[src/rtl/uart_pkg.sv]
// -----------------------------------------------------------------------------
// uart_pkg
// Definitions shared by the UART receiver and the future transmitter:
//   - uart_state_e : frame FSM state encoding (IDLE, START, DATA, PARITY, STOP)
//   - legal ranges for DATA_BITS and OVERSAMPLE
//   - rx_params_ok(): elaboration-time check of a parameter set
// -----------------------------------------------------------------------------
package uart_pkg;

  typedef enum logic [2:0] {
    ST_IDLE   = 3'd0,
    ST_START  = 3'd1,
    ST_DATA   = 3'd2,
    ST_PARITY = 3'd3,
    ST_STOP   = 3'd4
  } uart_state_e;

  localparam int DATA_BITS_MIN  = 5;
  localparam int DATA_BITS_MAX  = 9;
  localparam int OVERSAMPLE_MIN = 8;
  localparam int OVERSAMPLE_MAX = 64;

  // OVERSAMPLE must be a power of two so the bit counter wraps on its own.
  function automatic bit rx_params_ok(input int data_bits, input int oversample,
                                      input int stop_bits, input int parity_odd);
    return (data_bits >= DATA_BITS_MIN) && (data_bits <= DATA_BITS_MAX) &&
           (oversample >= OVERSAMPLE_MIN) && (oversample <= OVERSAMPLE_MAX) &&
           ((oversample & (oversample - 1)) == 0) &&
           ((stop_bits == 1) || (stop_bits == 2)) &&
           ((parity_odd == 0) || (parity_odd == 1));
  endfunction

endpackage

[src/rtl/uart_rx_sampler.sv]
// -----------------------------------------------------------------------------
// uart_rx_sampler
// Front end of the UART receiver: 2-flop synchroniser on rx, the per-bit
// oversample counter and the 3-sample majority vote around mid-bit.
//   clk, reset  : clock, synchronous active-high reset
//   rx          : asynchronous serial input (idle high)
//   rx_en       : oversample tick, one clk wide
//   idle        : frame FSM is in IDLE (counter parked, hunting a start edge)
//   rx_s        : synchronised rx
//   bit_valid   : 1-cycle pulse when the vote resolves (cnt = OVERSAMPLE/2+1)
//   bit_val     : 2-of-3 majority, valid with bit_valid
//   bit_end     : 1-cycle pulse on the counter wrap (end of a bit period)
// -----------------------------------------------------------------------------
module uart_rx_sampler #(
  parameter int OVERSAMPLE = 16
) (
  input  logic clk,
  input  logic reset,
  input  logic rx,
  input  logic rx_en,
  input  logic idle,
  output logic rx_s,
  output logic bit_valid,
  output logic bit_val,
  output logic bit_end
);

  localparam int CW = $clog2(OVERSAMPLE);
  localparam logic [CW-1:0] TAP_LO   = CW'(OVERSAMPLE / 2 - 1);
  localparam logic [CW-1:0] TAP_MID  = CW'(OVERSAMPLE / 2);
  localparam logic [CW-1:0] TAP_HI   = CW'(OVERSAMPLE / 2 + 1);
  localparam logic [CW-1:0] CNT_LAST = CW'(OVERSAMPLE - 1);

  logic          sync1_q, sync1_d;
  logic          sync2_q, sync2_d;
  logic [CW-1:0] cnt_q, cnt_d;
  logic          samp_lo_q, samp_lo_d;
  logic          samp_mid_q, samp_mid_d;
  logic          run_tick;
  logic          start_tick;

  assign run_tick   = rx_en & ~idle;
  assign start_tick = rx_en & idle & ~sync2_q;

  always_comb begin
    // NOTE: every _d gets a default before any branch, so no path leaves a
    // signal unassigned and no latch is inferred.
    sync1_d    = rx;
    sync2_d    = sync1_q;
    cnt_d      = cnt_q;
    samp_lo_d  = samp_lo_q;
    samp_mid_d = samp_mid_q;

    // The start-detect tick is cnt 0 of the start bit, so the counter
    // leaves IDLE already at 1.
    if (idle) begin
      cnt_d = start_tick ? CW'(1) : '0;
    end else if (rx_en) begin
      cnt_d = cnt_q + CW'(1);
    end

    if (run_tick && (cnt_q == TAP_LO))  samp_lo_d  = sync2_q;
    if (run_tick && (cnt_q == TAP_MID)) samp_mid_d = sync2_q;
  end

  always_ff @(posedge clk) begin
    // NOTE: sequential blocks use non-blocking assignments only, so every
    // flop samples the pre-edge value of every other flop.
    if (reset) begin
      sync1_q    <= 1'b1;
      sync2_q    <= 1'b1;
      cnt_q      <= '0;
      samp_lo_q  <= 1'b0;
      samp_mid_q <= 1'b0;
    end else begin
      sync1_q    <= sync1_d;
      sync2_q    <= sync2_d;
      cnt_q      <= cnt_d;
      samp_lo_q  <= samp_lo_d;
      samp_mid_q <= samp_mid_d;
    end
  end

  assign rx_s      = sync2_q;
  // The third sample is taken live on the resolving tick.
  assign bit_valid = run_tick & (cnt_q == TAP_HI);
  assign bit_val   = (samp_lo_q & samp_mid_q) | (samp_lo_q & sync2_q) |
                     (samp_mid_q & sync2_q);
  assign bit_end   = run_tick & (cnt_q == CNT_LAST);

endmodule

[src/rtl/uart_rx_core.sv]
// -----------------------------------------------------------------------------
// uart_rx_core
// Parametrised UART receiver: start / DATA_BITS data (LSB first) / optional
// parity / STOP_BITS stop bits, with majority voting, false-start rejection,
// framing, parity and overrun flags.
// Optional feature macro: UART_RX_PARITY_EN (adds the parity bit and check).
//   clk, reset  : clock, synchronous active-high reset
//   rx          : asynchronous serial input, idle high
//   rx_en       : oversample tick (OVERSAMPLE per bit), one clk wide
//   rdy_clr     : clears rdy, overrun, frame_err, parity_err
//   rdy         : a frame is held in data_out
//   data_out    : last received payload
//   frame_err   : a stop bit of the held frame sampled 0
//   parity_err  : parity mismatch on the held frame (0 without the macro)
//   overrun     : a frame completed while rdy was already 1 (sticky)
//   busy        : FSM not in IDLE
// -----------------------------------------------------------------------------
module uart_rx_core
  import uart_pkg::*;
#(
  parameter int DATA_BITS  = 8,
  parameter int OVERSAMPLE = 16,
  parameter int STOP_BITS  = 1,
  parameter int PARITY_ODD = 0
) (
  input  logic                 clk,
  input  logic                 reset,
  input  logic                 rx,
  input  logic                 rx_en,
  input  logic                 rdy_clr,
  output logic                 rdy,
  output logic [DATA_BITS-1:0] data_out,
  output logic                 frame_err,
  output logic                 parity_err,
  output logic                 overrun,
  output logic                 busy
);

  if (!rx_params_ok(DATA_BITS, OVERSAMPLE, STOP_BITS, PARITY_ODD)) begin : g_bad_params
    $error("uart_rx_core: unsupported parameter set");
  end

  localparam int IW = $clog2(DATA_BITS);
  localparam logic [IW-1:0] INDEX_LAST = IW'(DATA_BITS - 1);
  localparam logic STOP_LAST = (STOP_BITS == 2);
`ifdef UART_RX_PARITY_EN
  localparam uart_state_e AFTER_DATA = ST_PARITY;
`else
  localparam uart_state_e AFTER_DATA = ST_STOP;
`endif

  uart_state_e          state_q, state_d;
  logic [IW-1:0]        index_q, index_d;
  logic                 stop_idx_q, stop_idx_d;
  logic [DATA_BITS-1:0] shift_q, shift_d;
  logic                 frame_acc_q, frame_acc_d;
  logic [DATA_BITS-1:0] data_out_q, data_out_d;
  logic                 rdy_q, rdy_d;
  logic                 frame_err_q, frame_err_d;
  logic                 overrun_q, overrun_d;
  logic                 busy_q, busy_d;
  logic                 commit;
`ifdef UART_RX_PARITY_EN
  logic                 parity_acc_q, parity_acc_d;
  logic                 parity_err_q, parity_err_d;
`endif

  logic rx_s, bit_valid, bit_val, bit_end;

  uart_rx_sampler #(
    .OVERSAMPLE (OVERSAMPLE)
  ) u_sampler (
    .clk       (clk),
    .reset     (reset),
    .rx        (rx),
    .rx_en     (rx_en),
    .idle      (state_q == ST_IDLE),
    .rx_s      (rx_s),
    .bit_valid (bit_valid),
    .bit_val   (bit_val),
    .bit_end   (bit_end)
  );

  always_comb begin
    state_d     = state_q;
    index_d     = index_q;
    stop_idx_d  = stop_idx_q;
    shift_d     = shift_q;
    frame_acc_d = frame_acc_q;
    commit      = 1'b0;
`ifdef UART_RX_PARITY_EN
    parity_acc_d = parity_acc_q;
`endif

    case (state_q)
      ST_IDLE: begin
        if (rx_en && !rx_s) begin
          state_d     = ST_START;
          frame_acc_d = 1'b0;
`ifdef UART_RX_PARITY_EN
          parity_acc_d = 1'b0;
`endif
        end
      end
      ST_START: begin
        // A start bit that votes high was a glitch: drop back and re-hunt.
        if (bit_valid && bit_val) begin
          state_d = ST_IDLE;
        end else if (bit_end) begin
          state_d = ST_DATA;
          index_d = '0;
        end
      end
      ST_DATA: begin
        if (bit_valid) shift_d[index_q] = bit_val;
        if (bit_end) begin
          if (index_q == INDEX_LAST) begin
            state_d    = AFTER_DATA;
            stop_idx_d = 1'b0;
          end else begin
            index_d = index_q + IW'(1);
          end
        end
      end
`ifdef UART_RX_PARITY_EN
      ST_PARITY: begin
        if (bit_valid) parity_acc_d = bit_val ^ (^shift_q) ^ (PARITY_ODD != 0);
        if (bit_end) begin
          state_d    = ST_STOP;
          stop_idx_d = 1'b0;
        end
      end
`endif
      ST_STOP: begin
        // Commit on the last stop-bit vote instead of its end so the next
        // start edge can be caught even with little inter-frame gap.
        if (bit_valid) begin
          if (!bit_val) frame_acc_d = 1'b1;
          if (stop_idx_q == STOP_LAST) begin
            commit  = 1'b1;
            state_d = ST_IDLE;
          end
        end else if (bit_end) begin
          stop_idx_d = 1'b1;
        end
      end
      default: state_d = ST_IDLE;
    endcase
  end

  // Output register block; a commit takes priority over rdy_clr in the same
  // cycle, and then overrun is left as it was.
  always_comb begin
    data_out_d  = data_out_q;
    rdy_d       = rdy_q;
    frame_err_d = frame_err_q;
    overrun_d   = overrun_q;
`ifdef UART_RX_PARITY_EN
    parity_err_d = parity_err_q;
`endif
    if (commit) begin
      data_out_d  = shift_q;
      rdy_d       = 1'b1;
      frame_err_d = frame_acc_d;
      overrun_d   = overrun_q | (rdy_q & ~rdy_clr);
`ifdef UART_RX_PARITY_EN
      parity_err_d = parity_acc_q;
`endif
    end else if (rdy_clr) begin
      rdy_d       = 1'b0;
      frame_err_d = 1'b0;
      overrun_d   = 1'b0;
`ifdef UART_RX_PARITY_EN
      parity_err_d = 1'b0;
`endif
    end
    busy_d = (state_d != ST_IDLE);
  end

  always_ff @(posedge clk) begin
    if (reset) begin
      state_q     <= ST_IDLE;
      index_q     <= '0;
      stop_idx_q  <= 1'b0;
      // NOTE: the shift register is reset as well, so a frame aborted by
      // reset can never leak partial bits into a later commit.
      shift_q     <= '0;
      frame_acc_q <= 1'b0;
      data_out_q  <= '0;
      rdy_q       <= 1'b0;
      frame_err_q <= 1'b0;
      overrun_q   <= 1'b0;
      busy_q      <= 1'b0;
`ifdef UART_RX_PARITY_EN
      parity_acc_q <= 1'b0;
      parity_err_q <= 1'b0;
`endif
    end else begin
      state_q     <= state_d;
      index_q     <= index_d;
      stop_idx_q  <= stop_idx_d;
      shift_q     <= shift_d;
      frame_acc_q <= frame_acc_d;
      data_out_q  <= data_out_d;
      rdy_q       <= rdy_d;
      frame_err_q <= frame_err_d;
      overrun_q   <= overrun_d;
      busy_q      <= busy_d;
`ifdef UART_RX_PARITY_EN
      parity_acc_q <= parity_acc_d;
      parity_err_q <= parity_err_d;
`endif
    end
  end

  assign rdy       = rdy_q;
  assign data_out  = data_out_q;
  assign frame_err = frame_err_q;
  assign overrun   = overrun_q;
  assign busy      = busy_q;
`ifdef UART_RX_PARITY_EN
  assign parity_err = parity_err_q;
`else
  assign parity_err = 1'b0;
`endif

endmodule

[config.mk]
export PLATFORM = sky130hd
export DESIGN_NAME = uart_rx_core
export DESIGN_NICKNAME = d
export VERILOG_FILES = /design/src/rtl/uart_pkg.sv /design/src/rtl/uart_rx_sampler.sv /design/src/rtl/uart_rx_core.sv
export SDC_FILE = /design/constraint.sdc
export NUM_CORES = 1
export LEC_CHECK = 0
export ABC_AREA = 1
export BUFFER_PORTS_ARGS = -buffer_cell sky130_fd_sc_hd__buf_2
export CORE_UTILIZATION = 40
export CTS_CLUSTER_SIZE = 16
export DETAILED_ROUTE_END_ITERATION = 16
export HOLD_SLACK_MARGIN = 0.05
export PLACE_DENSITY_LB_ADDON = 0.08
export SKIP_LAST_GASP = 1
export SYNTH_ARGS = -nofsm -noshare
export SYNTH_HDL_FRONTEND = slang
export SYNTH_SLANG_ARGS = --single-unit
[constraint.sdc]
create_clock -name clk -period 1.4 [get_ports clk]
set_input_delay 0.14 -clock clk [delete_from_list [all_inputs] [get_ports clk]]
set_output_delay 0.14 -clock clk [all_outputs]
set_load 0.02 [all_outputs]
==> impl_table.tex <==
\begin{tabular}{lr}
\hline
Metric & Value \\
\hline
\multicolumn{2}{l}{\textbf{Outcome}} \\
\quad Status & finished, final reports clean \\
\multicolumn{2}{l}{\textbf{Synth}} \\
\quad Number of enable flip-flop cells after synthesis & 0 \\
\quad Dominant cell by count in the synthesized netlist & nand2\_1 \\
\quad Cells after synthesis & 233 \\
\quad Most used standard cells in the synthesized netlist & 45 x nand2\_1, 43 x nor2\_1, 36 x dfxtp\_1 \\
\quad Number of warnings issued by yosys & 0 \\
\quad Top area cells in the synthesized netlist & dfxtp\_1 42\%, nand2\_1 9.9\%, nor2\_1 9.5\%, inv\_1 6.4\%, nand3\_1 3.8\% \\
\quad Leading register cell type out of synthesis & dfxtp\_1 \\
\quad Ys async rst share & 0 \\
\quad Number of distinct standard cells referenced by the synthesized netlist & 29 \\
\quad Number of synthesized register bits & 36 \\
\quad Top cell type by total area after synthesis & dfxtp\_1 \\
\quad Synthesized area per cell & 7.292 sq um \\
\quad Synthesized cell area & 1699 sq um \\
\quad Sequential-to-total area share from yosys stat & 0.4242 \\
\quad Post-Synthesis Net Count & 243 \\
\quad Top-area cell type share of the netlist area & 0.4242 \\
\multicolumn{2}{l}{\textbf{Clock tree}} \\
\quad Maximum clock insertion buffer count & 2 \\
\quad Root cell of the clock tree & clkbuf\_8 \\
\quad CTS tree & done \\
\quad Clock slew at reported path FFs & 80 ps \\
\quad TritonCTS Buffers & 5 \\
\quad Level count of the clock H-tree & 2 \\
\quad Worst-skew pair later-pin latency & 300 ps \\
\quad Clock tree sinks & 36 \\
\multicolumn{2}{l}{\textbf{Timing}} \\
\quad RSZ-0062 raised after global routing & yes \\
\quad Worst Clk Skew & 4.403 ps \\
\quad Slack of the critical path & 18.98 ps \\
\quad Final Hold Fails & 0 \\
\quad Number of endpoints failing setup at the final stage & 0 \\
\quad Final min period & 1381 ps \\
\quad Post-route setup TNS & 0 ps \\
\quad Top achievable clock speed & 724.1 MHz \\
\quad Count of pins over their slew limit & 0 \\
\quad Final worst path period share & 0.9864 \\
\multicolumn{2}{l}{\textbf{Worst setup path}} \\
\quad Class of the most critical setup path & register to register \\
\quad Worst Setup SP & u\_sampler.cnt\_q[1] \\
\quad Highest fanout seen on the critical path & 5 \\
\quad Arrival time at the worst endpoint & 1570 ps \\
\quad Critical Path End Type & register \\
\quad Required time of the worst setup path & 1590 ps \\
\quad Crit start category & register \\
\quad Worst reg2reg path startpoint & u\_sampler.cnt\_q[1] \\
\multicolumn{2}{l}{\textbf{Routing}} \\
\quad Number of design-rule violations left by the first detailed-router iteration & 28 \\
\quad Via count normalized by instance count & 4.693 \\
\quad Total met3 wirelength after detailed routing & 100 microns \\
\quad Routed length on met1 & 1920 microns \\
\quad Antenna Nets Post-Route & 0 \\
\quad Overall via count from detail\_route & 1530 \\
\quad Total iterations of the first detailed-routing run & 4 \\
\quad Routed WL & 3710 microns \\
\quad Remaining DRCs & 0 \\
\quad WL/cell & 11.38 microns \\
\quad Top Layer Used & met4 \\
\quad Routed wl met2 & 1596 microns \\
\multicolumn{2}{l}{\textbf{Floorplan}} \\
\quad Ports placed on the boundary & 18 \\
\quad Die Footprint & 4512 sq um \\
\quad Core box area & 4029 sq um \\
\quad Initial core utilization & 0.4217 \\
\quad Number of placement rows & 23 \\
\quad Height of the die & 67.18 microns \\
\quad Die width & 67.18 microns \\
\multicolumn{2}{l}{\textbf{Global routing}} \\
\quad Total congestion overflow & 0 \\
\quad Number of global-route vias before repair & 1349 \\
\quad Global-route wire length before repair & 5796 microns \\
\quad Pin count of the biggest net entering global routing & 13 \\
\quad All-Layer GR Usage & 0.1794 \\
\quad Initial antenna violation count & 0 \\
\multicolumn{2}{l}{\textbf{Placed design}} \\
\quad Post-detailed-placement cell area & 1969 sq um \\
\quad Gp weighted congestion & 0.7508 \\
\quad \# port buffers & 16 \\
\quad Detail Placement HPWL & 2681 microns \\
\quad Worst setup slack after placement & -31.22 ps \\
\multicolumn{2}{l}{\textbf{Power}} \\
\quad Pwr/cell area & 913.4 nW/um\^{}2 \\
\quad Standby leakage power & 1.075 nW \\
\quad Peak ir drop on the vdd network & 0.7110 mV \\
\quad Total Power & 2.040 mW \\
\multicolumn{2}{l}{\textbf{Layout}} \\
\quad Post-route cell area & 2233 sq um \\
\quad Layout net count & 285 \\
\quad Final design utilization & 0.5543 \\
\quad Fraction of final layout cells sized beyond drive strength 1 & 0.3043 \\
\quad Area added between synthesis and finish & 31.44\% \\
\quad Count of inserted antenna diode cells & 0 \\
\multicolumn{2}{l}{\textbf{Hold path}} \\
\quad Worst min-delay path startpoint & rdy\_clr \\
\quad Type of the most critical hold path & primary input to register \\
\multicolumn{2}{l}{\textbf{Run}} \\
\quad Number of max-cap violations & 0 \\
\hline
\end{tabular}
[cell families (layout without fill, tap and decap cells)]
group	after synthesis	in the layout	synth area share
compound gates	31	31	0.1222
other cells	1	1	0.002207
fa+ha+maj	5	5	0.03682
simple gates	122	122	0.3181
flops	36	36	0.4242
buf+inv	36	79	0.08616
xor+xnor	2	2	0.01031
[state kept, by name, indices dropped and copies added (netlist names)]
signal                flops
busy                      1
data_out                  8
frame_acc_q               1
frame_err                 1
index_q                   3
overrun                   1
rdy                       1
shift_q                   8
state_q                   3
stop_idx_q                1
u_sampler.cnt_q           4
u_sampler.rx_s            1
u_sampler.samp_lo_q       1
u_sampler.samp_mid_q      1
u_sampler.sync1_q         1
[through the flow]
stage	cells	hold WS [ps]
finish	326	116.0
detailed placement	313	329.1
global placement	313	328.3
floorplan	233	243.8
CTS	322	111.6
global route	326	156.9
[final cells by class]
class / count / area (sq um)
multi-input cells: 161 / 910.9
clock inverters: 3 / 42.54
clock buffers: 5 / 68.82
fillers: 398 / 1795
flip-flops and latches: 36 / 729.5
inverters: 31 / 118.9
repair buffers: 40 / 300.3
well taps: 50 / 62.56
[layer usage]
layer,up-vias,GRT usage
met5,-,0
met4,0,0.1117
met3,7,0.04054
met2,16,0.2850
met1,682,0.2182
li1,825,-
[worst paths after layout]
path	end	slack (ps)	cells past startpoint
worst min register to register	u_sampler.rx_s	420	1
worst max register to register	index_q[1]	20	8
worst min-delay path	overrun	120	4
worst max-delay path	index_q[1]	20	8
[where the power goes]
group,switching [mW],internal (mW)
clock,0.399,0.527
combinational,0.0492,0.0320
sequential,0.00519,1.03
[cells in the final DEF (no fill, tap or decap), types with 2 or more instances in the layout]
cell and instances:
clkbuf_8 5, buf_2 16, dfxtp_1 31, a21oi_2 2, buf_6 2, nand2_4 3
nor2_2 3, or2_2 2, o21bai_1 7, buf_4 19, o21ai_0 4, nand2_1 41
nand2_2 4, inv_2 4, a21oi_1 8, xor2_1 2, nand3_1 12, dfxtp_2 4
nor3_1 4, ha_4 2, ha_1 3, nand4_1 8, inv_1 26, nor2_1 40
o21ai_2 7
[worst max-delay path, stage by stage (launching register included)]
cell and delay [ps]:
dfxtp_2 360, buf_6 100, ha_4 130, nand2_4 60
nor2_4 140, buf_6 130, nand4_1 150, a21oi_1 160
nor2_1 50
[repair_timing]
item | in CTS | in global routing
buffers inserted | 0 | 3
hold endpoints to repair | 1 | 0
endpoints found under the setup margin | 14 | 25
hold buffers | 1 | 0
pin swaps | 1 | 5
gates resized for setup | 3 | 26
gates cloned | 0 | 1
(Power assumes the default switching activity.)
